[config.mk]
export PLATFORM = sky130hd
export DESIGN_NAME = cpu_tstate_sequencer
export DESIGN_NICKNAME = d
export VERILOG_FILES = /design/src/rtl/cpu_tstate_sequencer.sv
export SDC_FILE = /design/constraint.sdc
export NUM_CORES = 1
export LEC_CHECK = 0
export BUFFER_PORTS_ARGS = -buffer_cell sky130_fd_sc_hd__buf_2
export CAP_MARGIN = 5
export CORE_ASPECT_RATIO = 1.2
export CORE_MARGIN = 5
export CORE_UTILIZATION = 50
export CTS_CLUSTER_SIZE = 30
export DETAILED_ROUTE_END_ITERATION = 10
export GPL_ROUTABILITY_DRIVEN = 1
export PLACE_DENSITY = 0.77
export REMOVE_ABC_BUFFERS = 1
export SYNTH_ARGS = -nofsm -noshare
export SYNTH_HDL_FRONTEND = slang
export SYNTH_SLANG_ARGS = --single-unit
[constraint.sdc]
create_clock -name clk -period 2.9 [get_ports clk]
set_clock_uncertainty 0.2 [all_clocks]
set_input_delay 0.58 -clock clk [delete_from_list [all_inputs] [get_ports clk]]
set_output_delay 0.58 -clock clk [all_outputs]
set_load 0.005 [all_outputs]
[src/rtl/cpu_tstate_sequencer.sv]
// ============================================================================
// Module: cpu_tstate_sequencer
//
// Timing front end of the 6502 core. Generates the registered two-phase clock
// (phi1/phi2), walks the one-hot T-state, latches the opcode into OP while
// keeping the previous one in prevOP, and arbitrates RESET/NMI/IRQ by forcing
// a BRK opcode into the pipeline. The decoder's t_last output closes each
// instruction and returns the sequencer to T1.
//
// Parameters
//   BRK_OP        opcode forced into OP on interrupt/reset entry
//   NOP_OP        reset value of prevOP
//   RESET_HOLD_T  number of T0 T-states held after rst deasserts (>= 1)
//
// Ports
//   clk             in   system clock, one T-state = two clk cycles
//   rst             in   asynchronous reset, active-high
//   data_in[7:0]    in   data bus, captured as opcode at the end of T1
//   t_last          in   decoder flag: current T-state ends the instruction
//   rdy             in   0 stalls T-state advance
//   nmi_n           in   NMI request, falling-edge sensitive
//   irq_n           in   IRQ request, level, active-low
//   status_i        in   processor I flag, 1 masks IRQ
//   phi1, phi2      out  non-overlapping registered clock phases
//   T[6:0]          out  one-hot T-state, bit k = Tk
//   OP[7:0]         out  current opcode
//   prevOP[7:0]     out  previous opcode
//   activeInt[2:0]  out  000 none, 001 IRQ, 010 NMI, 100 RESET
//   sync            out  high throughout T1 (opcode fetch)
//   pc_inc_inhibit  out  high while an interrupt sequence is active
//   seq_err         out  sticky, T6 was left without t_last
//
// Optional feature (macro CYCLE_CNT_EN)
//   When defined, adds cycle_count[31:0] (T-states completed) and
//   instr_count[31:0] (T1->T2 transitions). Both wrap modulo 2^32.
// ============================================================================
module cpu_tstate_sequencer #(
    parameter logic [7:0] BRK_OP       = 8'h00,
    parameter logic [7:0] NOP_OP       = 8'hEA,
    parameter int         RESET_HOLD_T = 2
) (
    input  logic       clk,
    input  logic       rst,
    input  logic [7:0] data_in,
    input  logic       t_last,
    input  logic       rdy,
    input  logic       nmi_n,
    input  logic       irq_n,
    input  logic       status_i,
    output logic       phi1,
    output logic       phi2,
    output logic [6:0] T,
    output logic [7:0] OP,
    output logic [7:0] prevOP,
    output logic [2:0] activeInt,
    output logic       sync,
    output logic       pc_inc_inhibit,
    output logic       seq_err
`ifdef CYCLE_CNT_EN
    ,
    output logic [31:0] cycle_count,
    output logic [31:0] instr_count
`endif
);

    // Width of the post-reset hold counter; at least one bit so a hold of a
    // single T-state still has a legal register.
    localparam int HOLD_W = (RESET_HOLD_T > 1) ? $clog2(RESET_HOLD_T) : 1;
    localparam logic [HOLD_W-1:0] HOLD_LAST = HOLD_W'(RESET_HOLD_T - 1);

    localparam logic [2:0] INT_NONE  = 3'b000;
    localparam logic [2:0] INT_IRQ   = 3'b001;
    localparam logic [2:0] INT_NMI   = 3'b010;
    localparam logic [2:0] INT_RESET = 3'b100;

    typedef enum logic [6:0] {
        T0 = 7'b0000001,
        T1 = 7'b0000010,
        T2 = 7'b0000100,
        T3 = 7'b0001000,
        T4 = 7'b0010000,
        T5 = 7'b0100000,
        T6 = 7'b1000000
    } tState_t;

    tState_t            state;
    tState_t            nextState;
    logic [7:0]         nextOp;
    logic [7:0]         nextPrevOp;
    logic [2:0]         nextActiveInt;
    logic [HOLD_W-1:0]  holdCnt;
    logic [HOLD_W-1:0]  nextHoldCnt;
    logic               nextSeqErr;
    logic               nmiLatch;
    logic               nextNmiLatch;
    logic               nmiPrev;
    logic               boundary;
    logic               advance;
    logic               irqRequest;

    // The boundary edge is the clk edge that ends phi2; all architectural
    // state moves only there, and only when rdy lets the T-state advance.
    assign boundary   = phi2;
    assign advance    = boundary && rdy;
    assign irqRequest = !irq_n && !status_i;

    assign T              = state;
    assign sync           = (state == T1);
    assign pc_inc_inhibit = (activeInt != INT_NONE);

    // Phase generator: the two phases simply swap every clk, starting with
    // phi1 high out of reset so the first boundary is two clk edges later.
    always_ff @(posedge clk or posedge rst) begin
        if (rst) begin
            phi1 <= 1'b1;
            phi2 <= 1'b0;
        end else begin
            phi1 <= ~phi1;
            phi2 <= ~phi2;
        end
    end

    // NMI input history, sampled once per T-state on the edge ending phi1.
    // It keeps running through rdy stalls so an edge is never missed.
    always_ff @(posedge clk or posedge rst) begin
        if (rst) begin
            nmiPrev <= 1'b1;
        end else if (phi1) begin
            nmiPrev <= nmi_n;
        end
    end

    // Architectural state register: T-state, opcodes, interrupt status,
    // post-reset hold counter, sticky error and the NMI edge latch.
    always_ff @(posedge clk or posedge rst) begin
        if (rst) begin
            state     <= T0;
            OP        <= BRK_OP;
            prevOP    <= NOP_OP;
            activeInt <= INT_RESET;
            holdCnt   <= '0;
            seq_err   <= 1'b0;
            nmiLatch  <= 1'b0;
        end else begin
            state     <= nextState;
            OP        <= nextOp;
            prevOP    <= nextPrevOp;
            activeInt <= nextActiveInt;
            holdCnt   <= nextHoldCnt;
            seq_err   <= nextSeqErr;
            nmiLatch  <= nextNmiLatch;
        end
    end

    // Next-state logic. The NMI latch is set on the phi1 sampling edge and
    // cleared on injection at a boundary edge; those never coincide, so the
    // two updates cannot fight. Interrupt arbitration happens only when T1
    // is left: NMI wins over IRQ, and an IRQ losing that race is not stored,
    // it is simply seen again at the next T1 if still asserted. Leaving the
    // last T-state of any instruction (including a forced T6 exit) ends the
    // interrupt sequence that the BRK was serving.
    always_comb begin
        nextState     = state;
        nextOp        = OP;
        nextPrevOp    = prevOP;
        nextActiveInt = activeInt;
        nextHoldCnt   = holdCnt;
        nextSeqErr    = seq_err;
        nextNmiLatch  = nmiLatch;

        if (phi1 && nmiPrev && !nmi_n) begin
            nextNmiLatch = 1'b1;
        end

        if (advance) begin
            case (state)
                T0: begin
                    if (holdCnt == HOLD_LAST) begin
                        nextState   = T2;
                        nextHoldCnt = '0;
                    end else begin
                        nextHoldCnt = holdCnt + 1'b1;
                    end
                end
                T1: begin
                    nextState  = T2;
                    nextPrevOp = OP;
                    if (nmiLatch) begin
                        nextOp        = BRK_OP;
                        nextActiveInt = INT_NMI;
                        nextNmiLatch  = 1'b0;
                    end else if (irqRequest) begin
                        nextOp        = BRK_OP;
                        nextActiveInt = INT_IRQ;
                    end else begin
                        nextOp = data_in;
                    end
                end
                T2: begin
                    if (t_last) begin
                        nextState     = T1;
                        nextActiveInt = INT_NONE;
                    end else begin
                        nextState = T3;
                    end
                end
                T3: begin
                    if (t_last) begin
                        nextState     = T1;
                        nextActiveInt = INT_NONE;
                    end else begin
                        nextState = T4;
                    end
                end
                T4: begin
                    if (t_last) begin
                        nextState     = T1;
                        nextActiveInt = INT_NONE;
                    end else begin
                        nextState = T5;
                    end
                end
                T5: begin
                    if (t_last) begin
                        nextState     = T1;
                        nextActiveInt = INT_NONE;
                    end else begin
                        nextState = T6;
                    end
                end
                T6: begin
                    // T6 is the longest legal instruction; leave anyway so a
                    // decoder fault cannot hang the core, but remember it.
                    nextState     = T1;
                    nextActiveInt = INT_NONE;
                    if (!t_last) begin
                        nextSeqErr = 1'b1;
                    end
                end
                default: begin
                    nextState = T0;
                end
            endcase
        end
    end

`ifdef CYCLE_CNT_EN
    // Performance counters: one count per completed T-state and one per
    // opcode fetch. Both wrap naturally at 2^32.
    always_ff @(posedge clk or posedge rst) begin
        if (rst) begin
            cycle_count <= 32'd0;
            instr_count <= 32'd0;
        end else if (advance) begin
            cycle_count <= cycle_count + 32'd1;
            if (state == T1) begin
                instr_count <= instr_count + 32'd1;
            end
        end
    end
`endif

endmodule
==> results of run 1 <==
cells by family (layout without fill, tap and decap cells):
kind of cell	after synthesis	in the layout	synth area share
AOI/OAI and AO/OA	30	30	0.128
xor gates and xnor gates	4	4	0.0217
adders and majority gates	1	1	0.00619
buffers and inverters	25	71	0.0635
DFF	32	32	0.502
muxes	11	11	0.0759
and+or+nand+nor	58	58	0.202
flip-flops by register name, summed over array words and instances, names as in the netlist:
| register | count |
|---|---|
| seq_err | 1 |
| OP | 8 |
| nmiPrev | 1 |
| phi2 | 1 |
| T | 7 |
| activeInt | 3 |
| prevOP | 8 |
| phi1 | 1 |
| holdCnt | 1 |
| nmiLatch | 1 |
metal layers:
metal | up-vias | routed length (um) | global-route usage
li1 | 659 | - | -
met1 | 648 | 1460 | 0.220
met2 | 55 | 1790 | 0.288
met3 | 6 | 297 | 0.0498
met4 | 0 | 55 | 0.0896
met5 | - | 0 | 0
layout by cell type (no fill, tap or decap), types with 2 or more instances in the layout:
cell type | netlist | layout
a21oi_1 | 3 | 3
a22o_1 | 2 | 2
buf_2 | 1 | 45
buf_4 | 0 | 4
clkbuf_4 | 0 | 5
clkbuf_8 | 0 | 2
dfrtp_1 | 23 | 23
dfstp_2 | 9 | 9
inv_1 | 14 | 14
mux2_2 | 9 | 9
nand2_1 | 13 | 13
nand2b_1 | 2 | 2
nand3_1 | 12 | 12
nand4_1 | 2 | 2
nor2_1 | 8 | 8
nor2b_1 | 3 | 3
nor3_1 | 3 | 3
nor3b_1 | 4 | 4
nor4_1 | 2 | 2
nor4b_1 | 2 | 2
o21ai_0 | 13 | 13
o31a_1 | 2 | 2
xor2_1 | 4 | 4
through the flow:
stage / area (um2) / hold WS [ps] / instances / setup slack (ps)
2_1_floorplan: 1570 / 242 / 150 / 279
3_5_place_dp: 1870 / 248 / 235 / 538
4_1_cts: 1960 / 106 / 243 / 413
3_3_place_gp: 1870 / 242 / 235 / 595
6_report: 1960 / 108 / 243 / 428
5_1_grt: 1960 / 153 / 243 / 305
power groups by stage:
stage,sequential [mW],clock [mW],combinational (mW)
detailed placement,0.751,0,0.556
global placement,0.734,0,0.534
floorplan,0.734,0,0.330
CTS,0.741,0.393,0.559
global route,0.769,0.411,0.623
finish,0.743,0.381,0.552
worst reg2reg max path, delay by kind of cell, from the launching register on:
kind | cells | cell delay (ps)
buffers and inverters | 1 | 310
and+or+nand+nor | 2 | 840
muxes | 1 | 380
DFF | 1 | 540
worst max-delay path by stage:
stage                     start        end  slack [ps]
after detailed placement   T[3]  prevOP[0]         540
after CTS                  T[3]       sync         410
after floorplan            T[3]  prevOP[0]         280
after global routing       T[3]       sync         300
final                      T[3]       sync         430
after global placement     T[3]  prevOP[0]         600
final cells by class:
cell class,count,share of cell area
inverters,14,0.0268
flip-flops and latches,32,0.414
well taps,36,0.0230
clock buffers,7,0.0332
clock inverters,1,0.0153
repair buffers,49,0.130
multi-input cells,104,0.358
==> summary.md, run 1 <==
| Metric | Value |
|---|---|
| H-Tree Depth | 2 |
| Tmin final | between 2000 and 2500 ps |
| Pint | roughly 1.1 mW |
| CP max FO | 15 |
| DRT Pass-1 Iters | 4 |
| Syn Std Cell Area | 1620 um2 |
| Max-slew violation count | 0 |
| # fillers | 254 |
| Rows | 22 |
| Hold crit path type | input port to async pin |
| Clock Sinks | 32 |
| Critical Path Source Type | flip-flop |
| Slew HR | 0.560 |
| CP max stage delay | 540 ps |
| Core ar. | 3080 um2 |
| CP bufs+invs | 2 |
| Register cell area after layout | 812 um2 |
| Clock Latency Late Sink | between 300 and 400 ps |
| Seq/Total Area, Yosys | 0.502 |
| Pleak | 0.942 nW |
| Port Buffers | 45 |
| DR iter-0 viols | 68 |
| Hold Buf Count CTS | 0 |
| P&R area growth vs syn | 21.4% |
| Async SR Flop Fraction | 1.00 |
| # diodes | 0 |
| Crit path cell chain | nor4_1 > buf_4 > nand2_1 > nor2_1 > buf_2 |
| Critical Path Sink Type | output pin |
| Delay-heaviest family, CP | flip-flops |
| Grt ovf | 0 |
| Slowest CP cell | dfrtp_1 |
| Die Width | 61.9 um |
| Multi-input gate area | around 700 um2 |
| Max-cap violations | 0 |
| FMAX | a little over 400 MHz |
| Antenna-violating nets left | 0 |
| Sw Share | 0.335 |
| R2r startpoint | T[3] |
| Number of flops mapped to enable cells by yosys | 0 |
| CTS Buffer Depth | 2 |
| Area contributors post-synth | dfrtp_1 (36%), dfstp_2 (15%), mux2_2 (6.3%) |
| Post-synth top flop | dfrtp_1 |
| Synth cell types | 43 |
| CTS tree | built |
| Die Ht | 72.3 um |
| Routed length per instance | approximately 15 um |
| Period utilization | 0.852 |
| Core Util, Final | 0.636 |
| CP Data Arrival Time | 1690 ps |
| Worst VDD drop | 0.000574 V |
| Initial antenna violation count | 0 |
| Via count | 1368 |
| CTS root buf | clkbuf_4 |
| Setup CP Type | flip-flop to output pin |
| Clk slew on worst S/H paths | ~100 ps |
| Final Wtd Congestion | 0.780 |
| Die ar. | 4470 um2 |
| Avg Inst Size Synth | 10.0 um2 |
| WP depth | 5 |
| Post-Syn Instances | 161 |
| Clk pwr share | 0.228 |
| WP data required | ~2100 ps |
| Initial Util | 0.524 |
| Synth cell count leaders | dfrtp_1 (23), inv_1 (14), nand2_1 (13), o21ai_0 (13), nand3_1 (12) |
| Largest net degree at the start of global routing | 33 |
| Final setup violation count | 0 |
| Sum of negative setup slack | 0 ps |
| Total chip power | about 1.7 mW |
| Seq pwr share | 0.443 |
| Worst R2R End | prevOP[0] |
| Outcome | completed |
| Via density per instance | 5.63 |
| R2R cell count | 4 |
| Most frequent cell after synthesis | dfrtp_1 |
| Share of cells above drive strength 1 | 0.382 |
| Worst-Margin Slew | 651 ps |
| Post-CTS Setup Inserts | 0 |
| Post-CTS sizing | 0 |
| RSZ-0062 raised after global routing | no |
| Hold Fails Final Rpt | 0 |
| I/O pin total | 46 |
| Logic pwr share | 0.329 |
| GRT Total Usage | 0.181 |
| First-pass GRT wire length | 6160 um |
| Number of global-route vias before repair | around 1400 |
| R2R setup slack | 510 ps |
| DRC Markers | 0 |
| Largest area contributor in the netlist | dfrtp_1 |
| CTS Buf Count | 5 |
| Sw Pwr | around 0.56 mW |
| Post-synth top area share | 0.356 |
| DRT Wirelength | ~3600 um |
| Synth Warn # | 0 |
| Pwr Density | 854 nW/um2 |
| Final #Nets | 221 |
| DPL Wire Length | 2630 um |
| Synth Register Bits | 32 |
Power figures use the tool's default switching activity.
==> run 2: changes to the inputs <==
--- a/config.mk
+++ b/config.mk
@@ -7,13 +7,15 @@
 export LEC_CHECK = 0
 export BUFFER_PORTS_ARGS = -buffer_cell sky130_fd_sc_hd__buf_2
 export CAP_MARGIN = 5
+export CELL_PAD_IN_SITES_DETAIL_PLACEMENT = 2
+export CELL_PAD_IN_SITES_GLOBAL_PLACEMENT = 2
 export CORE_ASPECT_RATIO = 1.2
 export CORE_MARGIN = 5
-export CORE_UTILIZATION = 50
+export CORE_UTILIZATION = 31
 export CTS_CLUSTER_SIZE = 30
 export DETAILED_ROUTE_END_ITERATION = 10
 export GPL_ROUTABILITY_DRIVEN = 1
-export PLACE_DENSITY = 0.77
+export PLACE_DENSITY_LB_ADDON = 0.1
 export REMOVE_ABC_BUFFERS = 1
 export SYNTH_ARGS = -nofsm -noshare
 export SYNTH_HDL_FRONTEND = slang
==> run 2 against run 1 <==
Cell count increased by 11%. Utilization decreased by 23 points. Power increased by 3.9%. Design area increased by 2.9%. Global-route usage decreased by 3.5 points. Register-to-register slack about the same. Maximum frequency decreased by 0.34%. Combinational power increased by 3%. Via count increased by 2.9%. Wire length increased by 29%. First-iteration DRC count decreased by 38%. Largest cell class unchanged.
==> summary.md, run 2 (synthesis results as in run 1) <==
| Metric | Value |
|---|---|
| Hold_ws | 188 ps (+80.0 ps) |
| Antenna-violating nets left | 0 (unchanged) |
| Final #Nets | 223 (+0.90%) |
| Port Buffers | 45 (unchanged) |
| Hold Buf Count CTS | 0 (unchanged) |
| Setup crit start | T[2] |
| Setup CP Type | flip-flop to output pin |
| Final Wtd Congestion | 0.765 (-1.9%) |
| Die ar. | 6760 um2 (+51%) |
| Max-slew violation count | 0 (unchanged) |
| I/O pin total | 46 (unchanged) |
| GRT busiest layer | met2 |
| CP max FO | 15 (unchanged) |
| Slew HR | 0.662 (+0.102) |
| CTS Buffer Depth | 2 (unchanged) |
| Pleak | 0.956 nW (+1.5%) |
| Worst Setup EP | sync |
| RSZ-0062 raised after global routing | no |
| Die Ht | 89.1 um (+23%) |
| DR iter-0 viols | 42 (-38%) |
| CTS tree | built |
| Via density per instance | 5.23 (-7.1%) |
| Final setup violation count | 0 (unchanged) |
| CP Data Arrival Time | 1700 ps (about the same) |
| R2R cell count | 4 (unchanged) |
| Initial antenna violation count | 0 (unchanged) |
| H-Tree Depth | 2 (unchanged) |
| Initial Util | 0.323 (-0.202) |
| Worst-Margin Slew | 502 ps (-149 ps) |
| Clock Sinks | 32 (unchanged) |
| Rows | 28 (+27%) |
| Critical Path Source Type | flip-flop |
| Met2 Usage GRT | 0.264 (-0.0235) |
| R2R setup slack | 510 ps (about the same) |
| Die Width | 75.9 um (+23%) |
| Post-route insts no fill | 269 (+11%) |
| Commonest non-fill, non-tap cells in the layout | buf_2 (45), dfrtp_1 (23), inv_1 (14) |
| Placed Cells | 261 (+11%) |
| DPL Wire Length | 3420 um (+30%) |
| Number of global-route vias before repair | 1619 (+14%) |
| First-pass GRT wire length | 8050 um (+31%) |
| Share of cells above drive strength 1 | 0.383 (+0.00113) |
| GRT Total Usage | 0.146 (-0.0351) |
| Hold Fails Final Rpt | 0 (unchanged) |
| CTS Buf Count | 5 (unchanged) |
| P&R area growth vs syn | 24.9% |
| Pwr Density | 862 nW/um2 (+0.91%) |
| Largest net degree at the start of global routing | 33 (unchanged) |
| Placed Area | 1910 um2 (+2.4%) |
| Met1 GRT Util | 0.172 (-0.0487) |
| Core ar. | 5010 um2 (+62%) |
| Worst R2R End | prevOP[2] |
| Worst VDD drop | 0.000281 V (-51%) |
| Period utilization | 0.855 (+0.00290) |
| Clock Latency Late Sink | 280 ps (-50 ps) |
| Via count | 1407 (+2.9%) |
| Hold crit path type | input port to async pin |
| Post-CTS Setup Inserts | 0 (unchanged) |
| Final worst slack | 420 ps (-8.42 ps) |
| # diodes | 0 (unchanged) |
| Outcome | completed |
| Design area | 2020 um2 (+2.9%) |
| WP data required | 2120 ps (about the same) |
| DRT Pass-1 Iters | 2 (-2) |
| Commonest non-fill, non-tap cell in the layout | buf_2 |
| R2r startpoint | T[3] |
| Sum of negative setup slack | 0 ps (unchanged) |
| Max-cap violations | 0 (unchanged) |
| Critical Path Sink Type | output pin |
| Pre-CTS setup slack | 503 ps (-34.6 ps) |
| FMAX | 403 MHz (-0.34%) |
| Grt ovf | 0 (unchanged) |
| DRC Markers | 0 (unchanged) |
| Core Util, Final | 0.403 (-0.233) |
| Post-CTS sizing | 0 (unchanged) |
| Tmin final | 2480 ps (+8.42 ps) |
| Clk slew on worst S/H paths | 70 ps (-30 ps) |
| CTS root buf | clkbuf_8 |
| Global-route track usage on met3 | 0.0413 (-0.00849) |
| Total chip power | 1.74 mW (+3.9%) |
| DRT Wirelength | 4650 um (+29%) |
| Routed length per instance | 17.3 um (+17%) |
[run 2: changes by cell type in the layout (fill, tap and decap cells not counted)]
cell / change
buf_4: +2
clkinv_2: +1
clkbuf_4: -5
clkbuf_1: +1
clkbuf_8: +3
[run 2: worst min path at each step]
stage / from / end / slack [ps] / cells after the start
final: rst / OP[1] / 190 / 3
after global placement: phi1 / phi1 / 240 / 1
after floorplan: phi1 / phi1 / 240 / 1
after CTS: rst / OP[1] / 200 / 3
after global routing: rst / OP[1] / 230 / 3
after detailed placement: phi1 / phi1 / 250 / 1
[run 2: cell type report]
type                    count  area (um2)
clock buffers               6        72.6
multi-input cells         104         702
inverters                  14        52.6
flip-flops and latches     32         812
fillers                   560        2990
repair buffers             51         270
clock inverters             2        35.0
well taps                  60        75.1
[run 2: power by group]
part | internal [mW] | switching [mW]
clock | 0.255 | 0.168
combinational | 0.284 | 0.285
sequential | 0.603 | 0.145
total | 1.14 | 0.598
[run 2: worst max-delay path: stages (launching register included)]
cell	delay, ps
dfrtp_1	550
nor4_1	380
buf_4	220
nand2_1	80
nor2_1	90
buf_2	110
[run 2: metal layers]
metal / vias up / wire (um) / part of all wire
met4: 0 / 44 / 0.0095
met1: 712 / 1990 / 0.43
met2: 31 / 2380 / 0.51
li1: 659 / - / -
met3: 5 / 226 / 0.049
met5: - / 0 / 0
